### src/rtl/alu_acc_seq_if.sv
// Operation/result bus between the control unit and the accumulator ALU.
// The control unit is the master: it presents an opcode and BR operand
// under a valid/ready handshake and observes the accumulator, flags and
// status outputs.
interface alu_acc_seq_if #(
    parameter int DATA_W = 16
);
    logic              op_valid;
    logic              op_ready;
    logic [3:0]        op_code;
    logic [DATA_W-1:0] br_in;
    logic [DATA_W-1:0] acc_out;
    logic [DATA_W-1:0] acc_hi_out;
    logic [3:0]        flags;        // {ZF, CF, OF, SF}
    logic              busy;
    logic              done;
    logic              div_by_zero;

    modport master (
        output op_valid, op_code, br_in,
        input  op_ready, acc_out, acc_hi_out, flags, busy, done, div_by_zero
    );

    modport slave (
        input  op_valid, op_code, br_in,
        output op_ready, acc_out, acc_hi_out, flags, busy, done, div_by_zero
    );
endinterface

### src/rtl/alu_acc_seq.sv
// Parametrised accumulator ALU. Logic, add, sub and shift ops retire at the
// acceptance edge; MUL (shift-add) and DIV (restoring) iterate for DATA_W
// cycles in private working registers so the architectural accumulator
// holds its old value until writeback. DATA_W must be a power of two >= 4.
module alu_acc_seq #(
    parameter int DATA_W = 16
) (
    input  logic         clk,
    input  logic         rst_n,
    alu_acc_seq_if.slave bus
);
    localparam int SH_W = $clog2(DATA_W);

    typedef enum logic [3:0] {
        OP_CLR = 4'd0,
        OP_ADD = 4'd1,
        OP_SUB = 4'd2,
        OP_MUL = 4'd3,
        OP_DIV = 4'd4,
        OP_SHL = 4'd5,
        OP_SHR = 4'd6,
        OP_AND = 4'd7,
        OP_OR  = 4'd8,
        OP_NOT = 4'd9
    } op_e;

    typedef enum logic {
        ST_IDLE = 1'b0,
        ST_RUN  = 1'b1
    } state_e;

    state_e            state_q, state_d;
    logic [SH_W-1:0]   cnt_q, cnt_d;
    logic              is_div_q, is_div_d;
    logic [DATA_W-1:0] br_q, br_d;
    logic [DATA_W-1:0] work_hi_q, work_hi_d;   // partial product high / remainder
    logic [DATA_W-1:0] work_lo_q, work_lo_d;   // multiplier bits / quotient bits
    logic [DATA_W-1:0] acc_q, acc_d;
    logic [DATA_W-1:0] acc_hi_q, acc_hi_d;
    logic [3:0]        flags_q, flags_d;
    logic              done_q, done_d;
    logic              dbz_q, dbz_d;

    // Flag word from an accumulator result plus op-specific carry/overflow.
    function automatic logic [3:0] mk_flags(input logic [DATA_W-1:0] res,
                                            input logic cf, input logic of);
        return {res == '0, cf, of, res[DATA_W-1]};
    endfunction

    // Single-cycle datapath, driven from the live operand at acceptance.
    logic [SH_W-1:0] sh_amt;
    logic [DATA_W:0] add_sum;
    logic [DATA_W:0] sub_diff;
    logic [DATA_W:0] shl_ext;    // {carry_out, result}
    logic [DATA_W:0] shr_ext;    // {result, carry_out}
    logic            add_of;
    logic            sub_of;

    assign sh_amt   = bus.br_in[SH_W-1:0];
    assign add_sum  = {1'b0, acc_q} + {1'b0, bus.br_in};
    assign sub_diff = {1'b0, acc_q} - {1'b0, bus.br_in};   // MSB is the borrow
    assign shl_ext  = {1'b0, acc_q} << sh_amt;
    assign shr_ext  = {acc_q, 1'b0} >> sh_amt;
    assign add_of   = (acc_q[DATA_W-1] == bus.br_in[DATA_W-1]) &&
                      (add_sum[DATA_W-1] != acc_q[DATA_W-1]);
    assign sub_of   = (acc_q[DATA_W-1] != bus.br_in[DATA_W-1]) &&
                      (sub_diff[DATA_W-1] != acc_q[DATA_W-1]);

    // One iteration of the multi-cycle datapath, driven from the latched operand.
    logic [DATA_W:0]   mul_sum;
    logic [DATA_W-1:0] mul_hi;
    logic [DATA_W-1:0] mul_lo;
    logic [DATA_W:0]   div_shift;
    logic [DATA_W:0]   div_sub;
    logic              div_fits;
    logic [DATA_W-1:0] div_rem;
    logic [DATA_W-1:0] div_quo;

    assign mul_sum   = {1'b0, work_hi_q} + (work_lo_q[0] ? {1'b0, br_q} : '0);
    assign mul_hi    = mul_sum[DATA_W:1];
    assign mul_lo    = {mul_sum[0], work_lo_q[DATA_W-1:1]};
    assign div_shift = {work_hi_q, work_lo_q[DATA_W-1]};
    assign div_sub   = div_shift - {1'b0, br_q};
    assign div_fits  = div_shift >= {1'b0, br_q};
    assign div_rem   = div_fits ? div_sub[DATA_W-1:0] : div_shift[DATA_W-1:0];
    assign div_quo   = {work_lo_q[DATA_W-2:0], div_fits};

    // Next-state logic: op acceptance and decode in IDLE, iteration and writeback in RUN.
    always_comb begin
        // NOTE: every signal gets a default first so no path leaves it unassigned (no latch).
        state_d   = state_q;
        cnt_d     = cnt_q;
        is_div_d  = is_div_q;
        br_d      = br_q;
        work_hi_d = work_hi_q;
        work_lo_d = work_lo_q;
        acc_d     = acc_q;
        acc_hi_d  = acc_hi_q;
        flags_d   = flags_q;
        done_d    = 1'b0;
        dbz_d     = dbz_q;

        case (state_q)
            ST_IDLE: begin
                if (bus.op_valid) begin
                    done_d = 1'b1;
                    dbz_d  = 1'b0;
                    case (bus.op_code)
                        OP_CLR: begin
                            acc_d    = '0;
                            acc_hi_d = '0;
                            flags_d  = mk_flags('0, 1'b0, 1'b0);
                        end
                        OP_ADD: begin
                            acc_d   = add_sum[DATA_W-1:0];
                            flags_d = mk_flags(add_sum[DATA_W-1:0], add_sum[DATA_W], add_of);
                        end
                        OP_SUB: begin
                            acc_d   = sub_diff[DATA_W-1:0];
                            flags_d = mk_flags(sub_diff[DATA_W-1:0], sub_diff[DATA_W], sub_of);
                        end
                        OP_SHL: begin
                            acc_d   = shl_ext[DATA_W-1:0];
                            flags_d = mk_flags(shl_ext[DATA_W-1:0], shl_ext[DATA_W], 1'b0);
                        end
                        OP_SHR: begin
                            acc_d   = shr_ext[DATA_W:1];
                            flags_d = mk_flags(shr_ext[DATA_W:1], shr_ext[0], 1'b0);
                        end
                        OP_AND: begin
                            acc_d   = acc_q & bus.br_in;
                            flags_d = mk_flags(acc_q & bus.br_in, 1'b0, 1'b0);
                        end
                        OP_OR: begin
                            acc_d   = acc_q | bus.br_in;
                            flags_d = mk_flags(acc_q | bus.br_in, 1'b0, 1'b0);
                        end
                        OP_NOT: begin
                            acc_d   = ~bus.br_in;
                            flags_d = mk_flags(~bus.br_in, 1'b0, 1'b0);
                        end
                        OP_MUL: begin
                            done_d    = 1'b0;
                            state_d   = ST_RUN;
                            cnt_d     = SH_W'(DATA_W - 1);
                            is_div_d  = 1'b0;
                            br_d      = bus.br_in;
                            work_hi_d = '0;
                            work_lo_d = acc_q;
                        end
                        OP_DIV: begin
                            if (bus.br_in == '0) begin
                                // Divide by zero retires immediately with a saturated quotient.
                                acc_d    = '1;
                                acc_hi_d = acc_q;
                                flags_d  = mk_flags('1, 1'b0, 1'b1);
                                dbz_d    = 1'b1;
                            end else begin
                                done_d    = 1'b0;
                                state_d   = ST_RUN;
                                cnt_d     = SH_W'(DATA_W - 1);
                                is_div_d  = 1'b1;
                                br_d      = bus.br_in;
                                work_hi_d = '0;
                                work_lo_d = acc_q;
                            end
                        end
                        default: ;   // NOP: only done and the sticky clear
                    endcase
                end
            end

            ST_RUN: begin
                cnt_d = cnt_q - 1'b1;
                if (is_div_q) begin
                    work_hi_d = div_rem;
                    work_lo_d = div_quo;
                end else begin
                    work_hi_d = mul_hi;
                    work_lo_d = mul_lo;
                end
                if (cnt_q == '0) begin
                    state_d = ST_IDLE;
                    done_d  = 1'b1;
                    if (is_div_q) begin
                        acc_d    = div_quo;
                        acc_hi_d = div_rem;
                        flags_d  = mk_flags(div_quo, 1'b0, 1'b0);
                    end else begin
                        acc_d    = mul_lo;
                        acc_hi_d = mul_hi;
                        flags_d  = mk_flags(mul_lo, |mul_hi, |mul_hi);
                    end
                end
            end

            default: state_d = ST_IDLE;
        endcase
    end

    // State and datapath registers; reset abandons any op in flight.
    always_ff @(posedge clk or negedge rst_n) begin
        if (!rst_n) begin
            state_q   <= ST_IDLE;
            cnt_q     <= '0;
            is_div_q  <= 1'b0;
            br_q      <= '0;
            work_hi_q <= '0;
            work_lo_q <= '0;
            acc_q     <= '0;
            acc_hi_q  <= '0;
            flags_q   <= '0;
            done_q    <= 1'b0;
            dbz_q     <= 1'b0;
        end else begin
            // NOTE: non-blocking so every register samples the pre-edge values.
            state_q   <= state_d;
            cnt_q     <= cnt_d;
            is_div_q  <= is_div_d;
            br_q      <= br_d;
            work_hi_q <= work_hi_d;
            work_lo_q <= work_lo_d;
            acc_q     <= acc_d;
            acc_hi_q  <= acc_hi_d;
            flags_q   <= flags_d;
            done_q    <= done_d;
            dbz_q     <= dbz_d;
        end
    end

    assign bus.op_ready    = (state_q == ST_IDLE);
    assign bus.busy        = (state_q == ST_RUN);
    assign bus.acc_out     = acc_q;
    assign bus.acc_hi_out  = acc_hi_q;
    assign bus.flags       = flags_q;
    assign bus.done        = done_q;
    assign bus.div_by_zero = dbz_q;
endmodule
### src/flat_wrapper.sv
// flat-port wrapper written by rule: the top's interface ports become plain ports
module alu_acc_seq_flat 
#(
    parameter int DATA_W = 16
)
  (clk, rst_n, bus_op_valid, bus_op_code, bus_br_in, bus_op_ready, bus_acc_out, bus_acc_hi_out, bus_flags, bus_busy, bus_done, bus_div_by_zero);
  alu_acc_seq_if #(.DATA_W(DATA_W)) bus_i ();
  input  logic clk;
  input  logic rst_n;
  input wire logic [$bits(bus_i.op_valid)-1:0] bus_op_valid;
  input wire logic [$bits(bus_i.op_code)-1:0] bus_op_code;
  input wire logic [$bits(bus_i.br_in)-1:0] bus_br_in;
  output wire logic [$bits(bus_i.op_ready)-1:0] bus_op_ready;
  output wire logic [$bits(bus_i.acc_out)-1:0] bus_acc_out;
  output wire logic [$bits(bus_i.acc_hi_out)-1:0] bus_acc_hi_out;
  output wire logic [$bits(bus_i.flags)-1:0] bus_flags;
  output wire logic [$bits(bus_i.busy)-1:0] bus_busy;
  output wire logic [$bits(bus_i.done)-1:0] bus_done;
  output wire logic [$bits(bus_i.div_by_zero)-1:0] bus_div_by_zero;
  assign bus_i.op_valid = bus_op_valid;
  assign bus_i.op_code = bus_op_code;
  assign bus_i.br_in = bus_br_in;
  assign bus_op_ready = bus_i.op_ready;
  assign bus_acc_out = bus_i.acc_out;
  assign bus_acc_hi_out = bus_i.acc_hi_out;
  assign bus_flags = bus_i.flags;
  assign bus_busy = bus_i.busy;
  assign bus_done = bus_i.done;
  assign bus_div_by_zero = bus_i.div_by_zero;
  alu_acc_seq #(.DATA_W(DATA_W)) u_core (.clk(clk), .rst_n(rst_n), .bus(bus_i));
endmodule
### config.mk
export PLATFORM = sky130hd
export DESIGN_NAME = alu_acc_seq_flat
export DESIGN_NICKNAME = d
export VERILOG_FILES = /design/src/rtl/alu_acc_seq_if.sv /design/src/rtl/alu_acc_seq.sv /design/src/flat_wrapper.sv
export SDC_FILE = /design/constraint.sdc
export NUM_CORES = 1
export LEC_CHECK = 0
export ABC_CLOCK_PERIOD_IN_PS = 4400
export BUFFER_PORTS_ARGS = -buffer_cell sky130_fd_sc_hd__buf_2
export CORE_ASPECT_RATIO = 0.9
export CORE_MARGIN = 5
export CORE_UTILIZATION = 55
export DETAILED_ROUTE_END_ITERATION = 12
export GPL_TIMING_DRIVEN = 0
export PLACE_DENSITY_LB_ADDON = 0.05
export SYNTH_ARGS = -nofsm -noshare
export SYNTH_HDL_FRONTEND = slang
export SYNTH_SLANG_ARGS = --single-unit
### constraint.sdc
create_clock -name clk -period 4.4 [get_ports clk]
set_input_delay 0.44 -clock clk [delete_from_list [all_inputs] [get_ports clk]]
set_output_delay 0.44 -clock clk [all_outputs]
set_load 0.05 [all_outputs]
# Word level (Yosys, flattened, before mapping)
# Cells that the tools add are included.
dict set report totals {
  in_bits 23
  ff_bits 92
  elab_cells 112
}
dict set report classes {
  n_reduce_logical 21
  n_mux 47
  magnitude_cmp 1
  add_sub_neg 5
  eq_ne 21
  bitwise 4
  n_shift 2
}
# operator n
set ops {}
lappend ops {{16-bit one-hot mux with 2 select lines} 8}
lappend ops {{16-bit 2-to-1 mux} 15}
lappend ops {{16-bit logical NOT} 10}
lappend ops {{16-bit one-hot mux with 9 select lines} 1}
lappend ops {{4-bit one-hot mux with 9 select lines} 1}
lappend ops {{16-bit by 16-bit adder with 17-bit output} 2}
lappend ops {{4-bit 2-to-1 mux} 6}
lappend ops {{4-bit one-hot mux with 2 select lines} 3}
lappend ops {{17-bit by 16-bit greater-or-equal comparator with 1-bit output} 1}
lappend ops {{16-bit by 4-bit << shifter with 17-bit output} 1}
lappend ops {{17-bit by 4-bit right shift with 17-bit output} 1}
lappend ops {{16-bit by 16-bit subtractor with 17-bit output} 1}
lappend ops {{16-bit bitwise AND} 1}
lappend ops {{4-bit by 3-bit equality test with 1-bit output, second input constant} 4}
lappend ops {{16-bit NOT} 1}
lappend ops {{16-bit bitwise OR} 1}
lappend ops {{16-bit OR reduction} 1}
lappend ops {{16-bit subtractor} 1}
lappend ops {{4-bit AND reduction} 3}
lappend ops {{10-bit by 1-bit inequality test with 1-bit output, second input constant} 1}
lappend ops {{1-bit one-hot mux with 2 select lines} 5}
lappend ops {{4-bit by 2-bit equality test with 1-bit output, second input constant} 2}
lappend ops {{4-bit equality test, second input constant} 2}
lappend ops {{4-bit logical NOT} 2}
lappend ops {{other kinds (14)} 27}

# Longest topological paths before layout
# Gate-level depths: netlist (run 1).
dict set report logic_depth {
  ltp_word 6
  mapped_depth 15
  depth_no_buf 13
}

# Least setup slack after synthesis (run 1)
# OpenSTA, ideal clock, no wires.
dict set report synth_path {
  kind {input-to-reg}
  start {input bus_br_in[2]}
  end {register u_core.flags_q[3], in the netlist u_core.bus.flags[3]}
  cell_stages 14
  arrival_time_ns 3.688
  slack_ns 0.635
  n_path_buf 4
  path_cell_list {clkbuf_1 -> inv_1 -> clkbuf_1 -> clkbuf_1 -> ha_1 -> buf_2 -> a211oi_1 -> o21ai_0 -> a221o_1 -> a211o_1 -> a21oi_1 -> xnor2_1 -> or4b_1 -> a21oi_1}
}
dict set report synth_between {
  elab_chain_cells 5
}
# element line
set synth_rtl {}
lappend synth_rtl {{start, declared} flat_wrapper.sv:12} ;# input wire logic [$bits(bus_i.br_in)-1:0] bus_br_in;
lappend synth_rtl {{16-bit by 16-bit subtractor with 17-bit output, or another cell as far along} alu_acc_seq.sv:61} ;# assign sub_diff = {1'b0, acc_q} - {1'b0, bus.br_in};
lappend synth_rtl {{16-bit logical NOT} alu_acc_seq.sv:47} ;# return {res == '0, cf, of, res[DATA_W-1]};
lappend synth_rtl {{4-bit one-hot mux with 9 select lines} alu_acc_seq.sv:108} ;# case (bus.op_code)
lappend synth_rtl {{4-bit 2-to-1 mux} alu_acc_seq.sv:105} ;# if (bus.op_valid) begin
lappend synth_rtl {{4-bit one-hot mux with 2 select lines} alu_acc_seq.sv:103} ;# case (state_q)
lappend synth_rtl {{end signal, assigned} alu_acc_seq.sv:225} ;# flags_q <= flags_d;
lappend synth_rtl {{end, declared} alu_acc_seq.sv:40} ;# logic [3:0] flags_q, flags_d;
# Parallel ways exist; a longest one is shown, timed or not. The select of a mux whose other input is x is not followed.
# A chain may end at the register's enable or synchronous reset.

# Worst setup path after layout (run 1)
dict set report layout_path {
  start {register u_core.work_lo_q[0]}
  end {register u_core.flags_q[2], in the netlist u_core.bus.flags[2]}
}
dict set report layout_between {
  elab_chain_cells 6
}
# element line
set layout_rtl {}
lappend layout_rtl {{start, declared} alu_acc_seq.sv:37} ;# logic [DATA_W-1:0] work_lo_q, work_lo_d;
lappend layout_rtl {{start signal, assigned} alu_acc_seq.sv:222} ;# work_lo_q <= work_lo_d;
lappend layout_rtl {{16-bit 2-to-1 mux} alu_acc_seq.sv:79} ;# assign mul_sum = {1'b0, work_hi_q} + (work_lo_q[0] ? {1'b0, br_q} : '0);
lappend layout_rtl {{16-bit by 16-bit adder with 17-bit output} alu_acc_seq.sv:79}
lappend layout_rtl {{16-bit OR reduction} alu_acc_seq.sv:192} ;# flags_d = mk_flags(mul_lo, |mul_hi, |mul_hi);
lappend layout_rtl {{4-bit 2-to-1 mux} alu_acc_seq.sv:185} ;# if (is_div_q) begin
lappend layout_rtl {{4-bit 2-to-1 mux} alu_acc_seq.sv:182} ;# if (cnt_q == '0) begin
lappend layout_rtl {{4-bit one-hot mux with 2 select lines} alu_acc_seq.sv:103}
# No other way between the ends. The select of a mux whose other input is x is not followed.

==> results of run 1 <==
[final cells by class]
| cell class | count | share of cell area |
|---|---|---|
| inverters | 76 | 0.0258 |
| well taps | 245 | 0.0277 |
| clock buffers | 10 | 0.0207 |
| multi-input cells | 1043 | 0.653 |
| plain buffers | 87 | 0.0314 |
| clock inverters | 6 | 0.00430 |
| flip-flops and latches | 91 | 0.206 |
| repair buffers | 62 | 0.0306 |
[power by group through the flow]
stage | Combinational, mW | Clock (mW) | Sequential [mW]
floorplan | 4.58 | 0 | 2.15
global placement | 6.93 | 0 | 1.71
detailed placement | 7.02 | 0 | 1.72
CTS | 7.07 | 0.758 | 1.71
global route | 7.78 | 0.798 | 1.79
finish | 7.27 | 0.758 | 1.75
[synth_stat cells (11+ instances only)]
master,count
mux4_2,17
o22ai_1,14
mux2i_1,35
mux2_2,25
clkbuf_1,76
nor3_1,25
and2_1,20
xnor2_1,40
o21a_1,12
a21o_1,22
a31oi_1,31
dfrtp_1,91
nor2_1,121
nand4_1,12
ha_1,86
a221oi_1,13
xor2_1,15
a211o_1,12
nor4_1,17
a211oi_1,18
inv_1,76
a21oi_1,96
o21ai_0,89
o211ai_1,20
nand3_1,15
nor2b_1,11
nand2_1,144
[registers in the layout, summed over array words and instances, names as in the netlist]
register                flops
u_core.bus.acc_hi_out      16
u_core.work_lo_q           16
u_core.cnt_q                4
u_core.work_hi_q           16
u_core.bus.done             1
u_core.bus.flags            4
u_core.bus.busy             1
u_core.br_q                16
u_core.is_div_q             1
u_core.bus.div_by_zero      1
u_core.bus.acc_out         15
[logic make-up after synthesis]
group	Yosys count	synth area share
DFF	91	0.225
muxes	77	0.100
xor gates and xnor gates	55	0.0475
AOI/OAI and AO/OA	402	0.258
and+or+nand+nor	419	0.193
buffers and inverters	168	0.0634
adders and majority gates	90	0.114
[final timing paths]
path | start | endpoint
worst max-delay path | u_core.work_lo_q[0] | u_core.bus.flags[2]
worst min-delay path | rst_n | u_core.bus.acc_hi_out[7]
worst max register to register | u_core.work_lo_q[0] | u_core.bus.flags[2]
worst min register to register | u_core.bus.acc_hi_out[11] | u_core.bus.acc_hi_out[11]
max in group asynchronous | rst_n | u_core.bus.acc_out[7]
min in group clk | bus_br_in[8] | u_core.br_q[8]
[metrics by stage]
step	power (mW)	worst slack [ns]	hold WS, ns	area (um2)
after CTS	9.54	0.0320	0.0579	11100
after detailed placement	8.75	-0.497	0.431	10800
after global routing	10.4	0.0480	0.0855	11100
final	9.78	0.161	0.0463	11100
after global placement	8.64	-0.551	0.496	10700
after floorplan	6.73	0.635	0.144	10100
[routing by layer]
metal	up-vias	track usage	part of all wire
met5	-	0.0227	0.0020
met1	5318	0.568	0.43
met2	731	0.507	0.39
li1	4867	-	-
met4	4	0.131	0.038
met3	123	0.118	0.14
[critical path, cell delays in order, from the launching register on]
cell and delay (ns):
dfrtp_2 0.58, and2_1 0.20, ha_1 0.22, inv_1 0.08, fa_1 0.43, nor2b_1 0.16, o31a_1 0.27, o211ai_1 0.19
and3_1 0.23, xnor2_1 0.17, or4_1 0.52, or4_1 0.53, o21ai_2 0.29, o221ai_1 0.19
[repair_timing]
item                                    4_1_cts  5_1_grt
endpoints found under the setup margin        4        4
cloned                                        0        0
gates resized for setup                       4       10
endpoints found under the hold margin         0        0
==> flow_summary.yaml, run 1 <==
synthesis:
  post_synth.cell_area_avg_um2: 7.79
  dominantRegCellSynth: "dfrtp_1"
  netlist.area_leader.share: 0.225
  ys_seq_elements: 91
  seq_area_frac_synth: 0.225
  yosysTopAreaCell: "dfrtp_1"
  synthDistinctLibCells: 76
  synth_warnings: 0
  synth_edf_count: 0
  syn_area_mm2: 0.0101
  async_reset_ff_frac: 1.00
  syn_nets: 1415
  synth_area_leaders: "dfrtp_1, ha_1, nand2_1"
  synth_cells: 1302
routing:
  vias_per_cell: 6.82
  routed_wl_mm: 41.6
  drc: 0
  firstDrtPassIters: 6
  ant_nets: 0
  drtIter0Drc: 1581
  wl_per_cell_um: 25.7
  vias: 11000
critical_path:
  r2r_cells: 13
  r2r_slack_ns: 0.16
  path_class: "reg2reg"
  crit_arrival_ns: 4.44
  cp-start-kind: "flop"
  crit_fanout: 19
  required_ns: 4.60
  cp-end-kind: "flop"
layout:
  drive_above_1_share: 0.105
  fin_cells: 1620
  mostFrequentLayoutCell: "nand2_1"
  final_cell_mix: "nand2_1, nor2_1, a21oi_1"
  fin_util: 0.606
  n_antenna_cell: 0
  fill_cells: 1754
  nets: 1483
  area_delta_synth_final_pct: 9.02
  multi_input_area_mm2: 0.00722
  seq_area_mm2: 0.00228
timing:
  report.final.hold_viol_count: 0
  min_period_ns: 4.24
  max_freq_mhz: 236
  clock_skew_ns: 0.00761
  worstMarginPinSlew_ns: 1.05
  maxSlewHeadroom: 0.294
  rsz0062_at_grt: "no"
  drv_slew: 0
  period_share: 0.963
  setup-violations-final: 0
  fin_tns_setup_ns: 0
clocking:
  cts_max_path_buffers: 2
  numCtsBuffers: 9
  cts_tree: "done"
  ctsHoldBuffers: 0
  cts.sinks: 91
  cts_root_buffer: "clkbuf_16"
  h-tree-depth: 3
  cts_setup_buffers: 0
  insertion_delay_ns: 0.35
  clkTransAtPathRegs_ns: 0.07
power_and_ir_drop:
  vdd_ir_drop_max_v: 0.000557
  leakagePower_nw: 4.83
  p_clk_frac: 0.078
  seq_power_share: 0.179
  p_int_mw: 4.21
  powerDensity_mw_per_mm2: 884
  p_comb_frac: 0.743
  switching_share: 0.569
  p_sw_mw: 5.57
global_route:
  grt_usage: 0.378
  grt_max_degree: 57
  grt_overflow: 0
  antenna_found_initial: 1
  grt_pass1_vias: 10100
  grt_pass1_wl_mm: 62.1
placed_design:
  dpl.hpwl_mm: 32.5
  globalplace.congestion: 1.06
  port_buffers: 60
  dp_cells: 1608
die:
  rows: 47
  ios: 63
  start_util: 0.556
  die_h_um: 139
  core_mm2: 0.0182
  die_area_mm2: 0.0213
  fp.dieW_um: 153
outcome:
  outcome: "finished, final reports clean"
min_path:
  hold_path.class: "in2async"
flow_run:
  max_cap_viol_count: 0
Note: power is estimated with default switching activity, not from simulation.
==> run 2, diff against run 1 <==
- PLACE_DENSITY_LB_ADDON: 0.05 -> 0.15
==> flow_summary.yaml, run 2 (synthesis results as in run 1) <==
outcome:
  outcome: "finished, final reports clean"
layout:
  drive_above_1_share: 0.106
  area_delta_synth_final_pct: 9.49
  mostFrequentLayoutCell: "nand2_1"
  design_area_mm2: 0.0111
  fin_util: 0.609
  nets: 1485
  final_cell_mix: "nand2_1, nor2_1, a21oi_1"
  fin_cells: 1623
critical_path:
  slowest_stage: "or4_1"
  slowest_delay_ns: 0.55
  crit_fanout: 19
  r2r_slack_ns: 0.11
  cp_common_cell: "or4_1"
  cp-start-kind: "flop"
  r2r_cells: 13
  crit_arrival_ns: 4.49
  required_ns: 4.60
  crit_chain: "and2_1 -> ha_1 -> inv_1 -> fa_1 -> nor2b_1 -> o31a_1 -> o211ai_1 -> and3_1 -> xnor2_1 -> or4_1 -> or4_1 -> o21ai_2 -> o221ai_1"
  path_class: "reg2reg"
  r2r_start: "u_core.work_lo_q[0]"
  cp-end-kind: "flop"
  worstReg2RegEnd: "u_core.bus.flags[2]"
timing:
  maxSlewHeadroom: 0.102
  min_period_ns: 4.29
  clock_skew_ns: 0.00788
  max_freq_mhz: 233
  drv_slew: 0
  worstMarginPinSlew_ns: 1.34
  period_share: 0.975
  setup-violations-final: 0
  rsz0062_at_grt: "no"
  hold_slack_ns: 0.00112
  report.final.hold_viol_count: 0
placed_design:
  port_buffers: 60
  dp_cells: 1608
  dpl_cell_area_mm2: 0.0108
  dpl.hpwl_mm: 33.8
  globalplace.congestion: 1.03
clocking:
  ctsHoldBuffers: 0
  cts_tree: "done"
  clkTransAtPathRegs_ns: 0.07
  cts_root_buffer: "clkbuf_16"
  cts.sinks: 91
  cts_max_path_buffers: 2
  h-tree-depth: 3
  insertion_delay_ns: 0.35
  numCtsBuffers: 9
power_and_ir_drop:
  powerDensity_mw_per_mm2: 890
  vdd_ir_drop_max_v: 0.000667
  total_power_mw: 9.88
  seq_power_share: 0.178
  p_int_mw: 4.28
  leakagePower_nw: 4.84
  p_clk_frac: 0.081
  p_sw_mw: 5.60
  switching_share: 0.567
  p_comb_frac: 0.741
global_route:
  grt_pass1_wl_mm: 63.9
  grt_max_degree: 67
  grt_pass1_vias: 10500
  grt_usage: 0.390
  antenna_found_initial: 2
  grt_overflow: 0
die:
  die_area_mm2: 0.0213
  die_h_um: 139
  fp.dieW_um: 153
  core_mm2: 0.0182
  rows: 47
  start_util: 0.556
  ios: 63
min_path:
  hold_path.class: "in2async"
routing:
  drtIter0Drc: 1604
  vias_per_cell: 6.93
  ant_nets: 0
  vias: 11200
  firstDrtPassIters: 6
  routed_wl_mm: 42.6
  wl_per_cell_um: 26.2
  drc: 0
flow_run:
  max_cap_viol_count: 0
## run 2: cell types whose count changed in the layout (fill, tap and decap cells not counted), moves of 2 or more
| cell | delta |
|---|---|
| buf_4 | +2 |
| clkbuf_1 | +2 |
| clkbuf_2 | -3 |
| inv_6 | -3 |
## run 2: worst max-delay path by stage
stage,slack [ns],start,depth (start not counted),end
after floorplan,0.63,bus_br_in[2],14,u_core.bus.flags[3]
after global placement,-0.44,bus_br_in[2],15,u_core.bus.flags[3]
after detailed placement,-0.43,bus_br_in[1],14,u_core.bus.flags[3]
after CTS,0.03,u_core.work_lo_q[0],14,u_core.bus.flags[2]
after global routing,0.04,u_core.bus.acc_out[3],13,u_core.bus.flags[3]
final,0.11,u_core.work_lo_q[0],13,u_core.bus.flags[2]
## run 2: power groups by stage
stage          registers (mW)  clock network, mW  logic [mW]
3_3_place_gp             1.71                  0        6.94
2_1_floorplan            2.15                  0        4.58
5_1_grt                  1.80              0.835        7.81
4_1_cts                  1.71              0.797        7.11
6_report                 1.76              0.801        7.32
3_5_place_dp             1.73                  0        7.06
## run 2: layout make-up
cell class | instances | area (um2)
Sequential cell | 91 | 2280
Antenna cell | 1 | 2.50
Multi-Input combinational cell | 1043 | 7220
Clock buffer | 10 | 239
Buffer | 87 | 343
Fill cell | 1700 | 7130
Timing Repair Buffer | 64 | 353
Inverter | 76 | 289
Clock inverter | 6 | 65.1
Tap cell | 245 | 307
## run 2: layer usage
layer | vias to the layer above | global-route usage | part of all wire
met1 | 5408 | 0.568 | 0.42
li1 | 4853 | - | -
met4 | 6 | 0.145 | 0.043
met3 | 151 | 0.122 | 0.14
met5 | - | 0.0340 | 0.0036
met2 | 824 | 0.536 | 0.40
## run 2: worst max-delay path, delay by kind of cell (launching register included)
| family | cells | cell delay (ns) |
|---|---|---|
| compound gates | 4 | 1.01 |
| buf+inv | 1 | 0.08 |
| xor+xnor | 1 | 0.19 |
| fa+ha+maj | 2 | 0.65 |
| flops | 1 | 0.54 |
| simple gates | 5 | 1.66 |
## run 2: per-stage QoR
step                setup slack [ns]  setup TNS [ns]
floorplan                      0.635               0
global placement              -0.441           -1.57
detailed placement            -0.429           -1.58
CTS                           0.0257               0
global route                  0.0363               0
finish                         0.112               0
## run 2: timing repair
| item | in CTS | in global routing |
|---|---|---|
| endpoints found under the setup margin | 3 | 4 |
| endpoints found under the hold margin | 0 | 0 |
| gates resized for setup | 4 | 6 |
| cloned | 0 | 0 |
| setup buffers | 0 | 3 |
==> run 3, diff against run 2 <==
- PLACE_DENSITY: unset -> 0.78
- PLACE_DENSITY_LB_ADDON: 0.15 -> unset
==> flow_summary.yaml, run 3 (synthesis results as in run 1) <==
outcome:
  outcome: "finished, final reports clean"
global_route:
  grt_overflow: 0
  antenna_found_initial: 0
  grt_pass1_vias: 10500
  grt_usage: 0.388
  grt_pass1_wl_mm: 63.6
  grt_max_degree: 51
timing:
  min_period_ns: 4.28
  report.final.hold_viol_count: 0
  drv_slew: 0
  rsz0062_at_grt: "yes"
  worstMarginPinSlew_ns: 1.41
  period_share: 0.973
  maxSlewHeadroom: 0.0546
  setup-violations-final: 0
  clock_skew_ns: 0.00609
  max_freq_mhz: 234
routing:
  drtIter0Drc: 1630
  drc: 0
  vias: 11200
  vias_per_cell: 6.91
  routed_wl_mm: 42.6
  firstDrtPassIters: 6
  ant_nets: 0
  wl_per_cell_um: 26.3
placed_design:
  dpl.hpwl_mm: 33.1
  globalplace.congestion: 1.05
  dpl_cell_area_mm2: 0.0108
  port_buffers: 60
critical_path:
  crit_fanout: 10
  required_ns: 4.67
  cp-start-kind: "flop"
  cp-end-kind: "flop"
  crit_arrival_ns: 4.55
  path_class: "reg2reg"
die:
  fp.dieW_um: 153
  rows: 47
  start_util: 0.556
  core_mm2: 0.0182
  die_h_um: 139
  die_area_mm2: 0.0213
  ios: 63
clocking:
  cts_tree: "done"
  cts.sinks: 91
  clkTransAtPathRegs_ns: 0.07
  numCtsBuffers: 9
  cts_root_buffer: "clkbuf_16"
  ctsHoldBuffers: 0
  cts_max_path_buffers: 2
  h-tree-depth: 3
  insertion_delay_ns: 0.35
layout:
  final_cell_mix: "nand2_1, nor2_1, a21oi_1"
  design_area_mm2: 0.0111
  fill_cells: 1671
  fin_util: 0.609
  n_antenna_cell: 0
  drive_above_1_share: 0.106
  nets: 1484
  area_delta_synth_final_pct: 9.42
  mostFrequentLayoutCell: "nand2_1"
power_and_ir_drop:
  vdd_ir_drop_max_v: 0.000635
  seq_power_share: 0.179
  p_int_mw: 4.28
  p_clk_frac: 0.079
  powerDensity_mw_per_mm2: 891
  p_sw_mw: 5.60
  p_comb_frac: 0.742
  switching_share: 0.567
  leakagePower_nw: 4.85
flow_run:
  max_cap_viol_count: 0
min_path:
  hold_path.class: "in2async"
## run 3: worst paths after layout
check	from	to	slack [ns]	cells after the start
hold / removal	rst_n	u_core.bus.acc_hi_out[9]	0.13	1
min in group clk	bus_br_in[14]	u_core.br_q[14]	0.45	3
max in group asynchronous	rst_n	u_core.work_lo_q[0]	3.58	2
setup reg to reg	u_core.bus.acc_out[2]	u_core.bus.flags[3]	0.12	13
hold reg to reg	u_core.bus.acc_hi_out[11]	u_core.bus.acc_hi_out[11]	0.53	2
setup / recovery	u_core.bus.acc_out[2]	u_core.bus.flags[3]	0.12	13
## run 3: power by group through the flow
| stage | registers (mW) | logic [mW] | clock network [mW] |
|---|---|---|---|
| finish | 1.77 | 7.33 | 0.785 |
| global route | 1.79 | 7.83 | 0.822 |
| CTS | 1.73 | 7.04 | 0.779 |
| detailed placement | 1.74 | 6.99 | 0 |
| global placement | 1.73 | 6.90 | 0 |
| floorplan | 2.15 | 4.58 | 0 |
## run 3: layer usage
metal,vias to the layer above,share of wire,global-route usage
li1,4861,-,-
met1,5378,0.41,0.560
met5,-,0,0
met3,130,0.15,0.130
met2,837,0.41,0.552
met4,0,0.033,0.113
## run 3: critical path, stage by stage, from the launching register on
cell       delay (ns)
dfrtp_1          0.53
clkbuf_1         0.58
inv_1            0.11
ha_1             0.34
buf_2            0.20
a211oi_1         0.41
o21ai_0          0.27
a221o_1          0.41
a21oi_1          0.17
o21bai_1         0.11
xor2_1           0.17
nand4bb_1        0.23
or4b_1           0.53
a21oi_1          0.16
## run 3: layout make-up
type | count | area [um2] | area share
timing repair buffer | 62 | 330 | 0.0298
sequential | 91 | 2280 | 0.205
clock inverter | 6 | 66.3 | 0.00598
inverter | 76 | 285 | 0.0257
multi-input combinational | 1043 | 7240 | 0.653
clock buffer | 10 | 229 | 0.0206
buffer | 88 | 355 | 0.0320
tap | 245 | 307 | 0.0276
## run 3: timing repair
action                     in CTS  in global routing
pin swaps                       0                  1
setup endpoints to repair       4                  8
buffers inserted                0                  1
gates resized for setup         4                 12
## run 3: per-stage QoR
step	total power, mW	setup TNS, ns	hold WS [ns]	cells	setup slack, ns
2_1_floorplan	6.73	0	0.144	1302	0.635
3_3_place_gp	8.62	-1.87	0.508	1607	-0.460
3_5_place_dp	8.73	-1.75	0.505	1608	-0.425
4_1_cts	9.55	0	0.140	1624	0.0476
5_1_grt	10.4	-0.00684	0.175	1621	-0.00684
6_report	9.88	0	0.126	1621	0.121
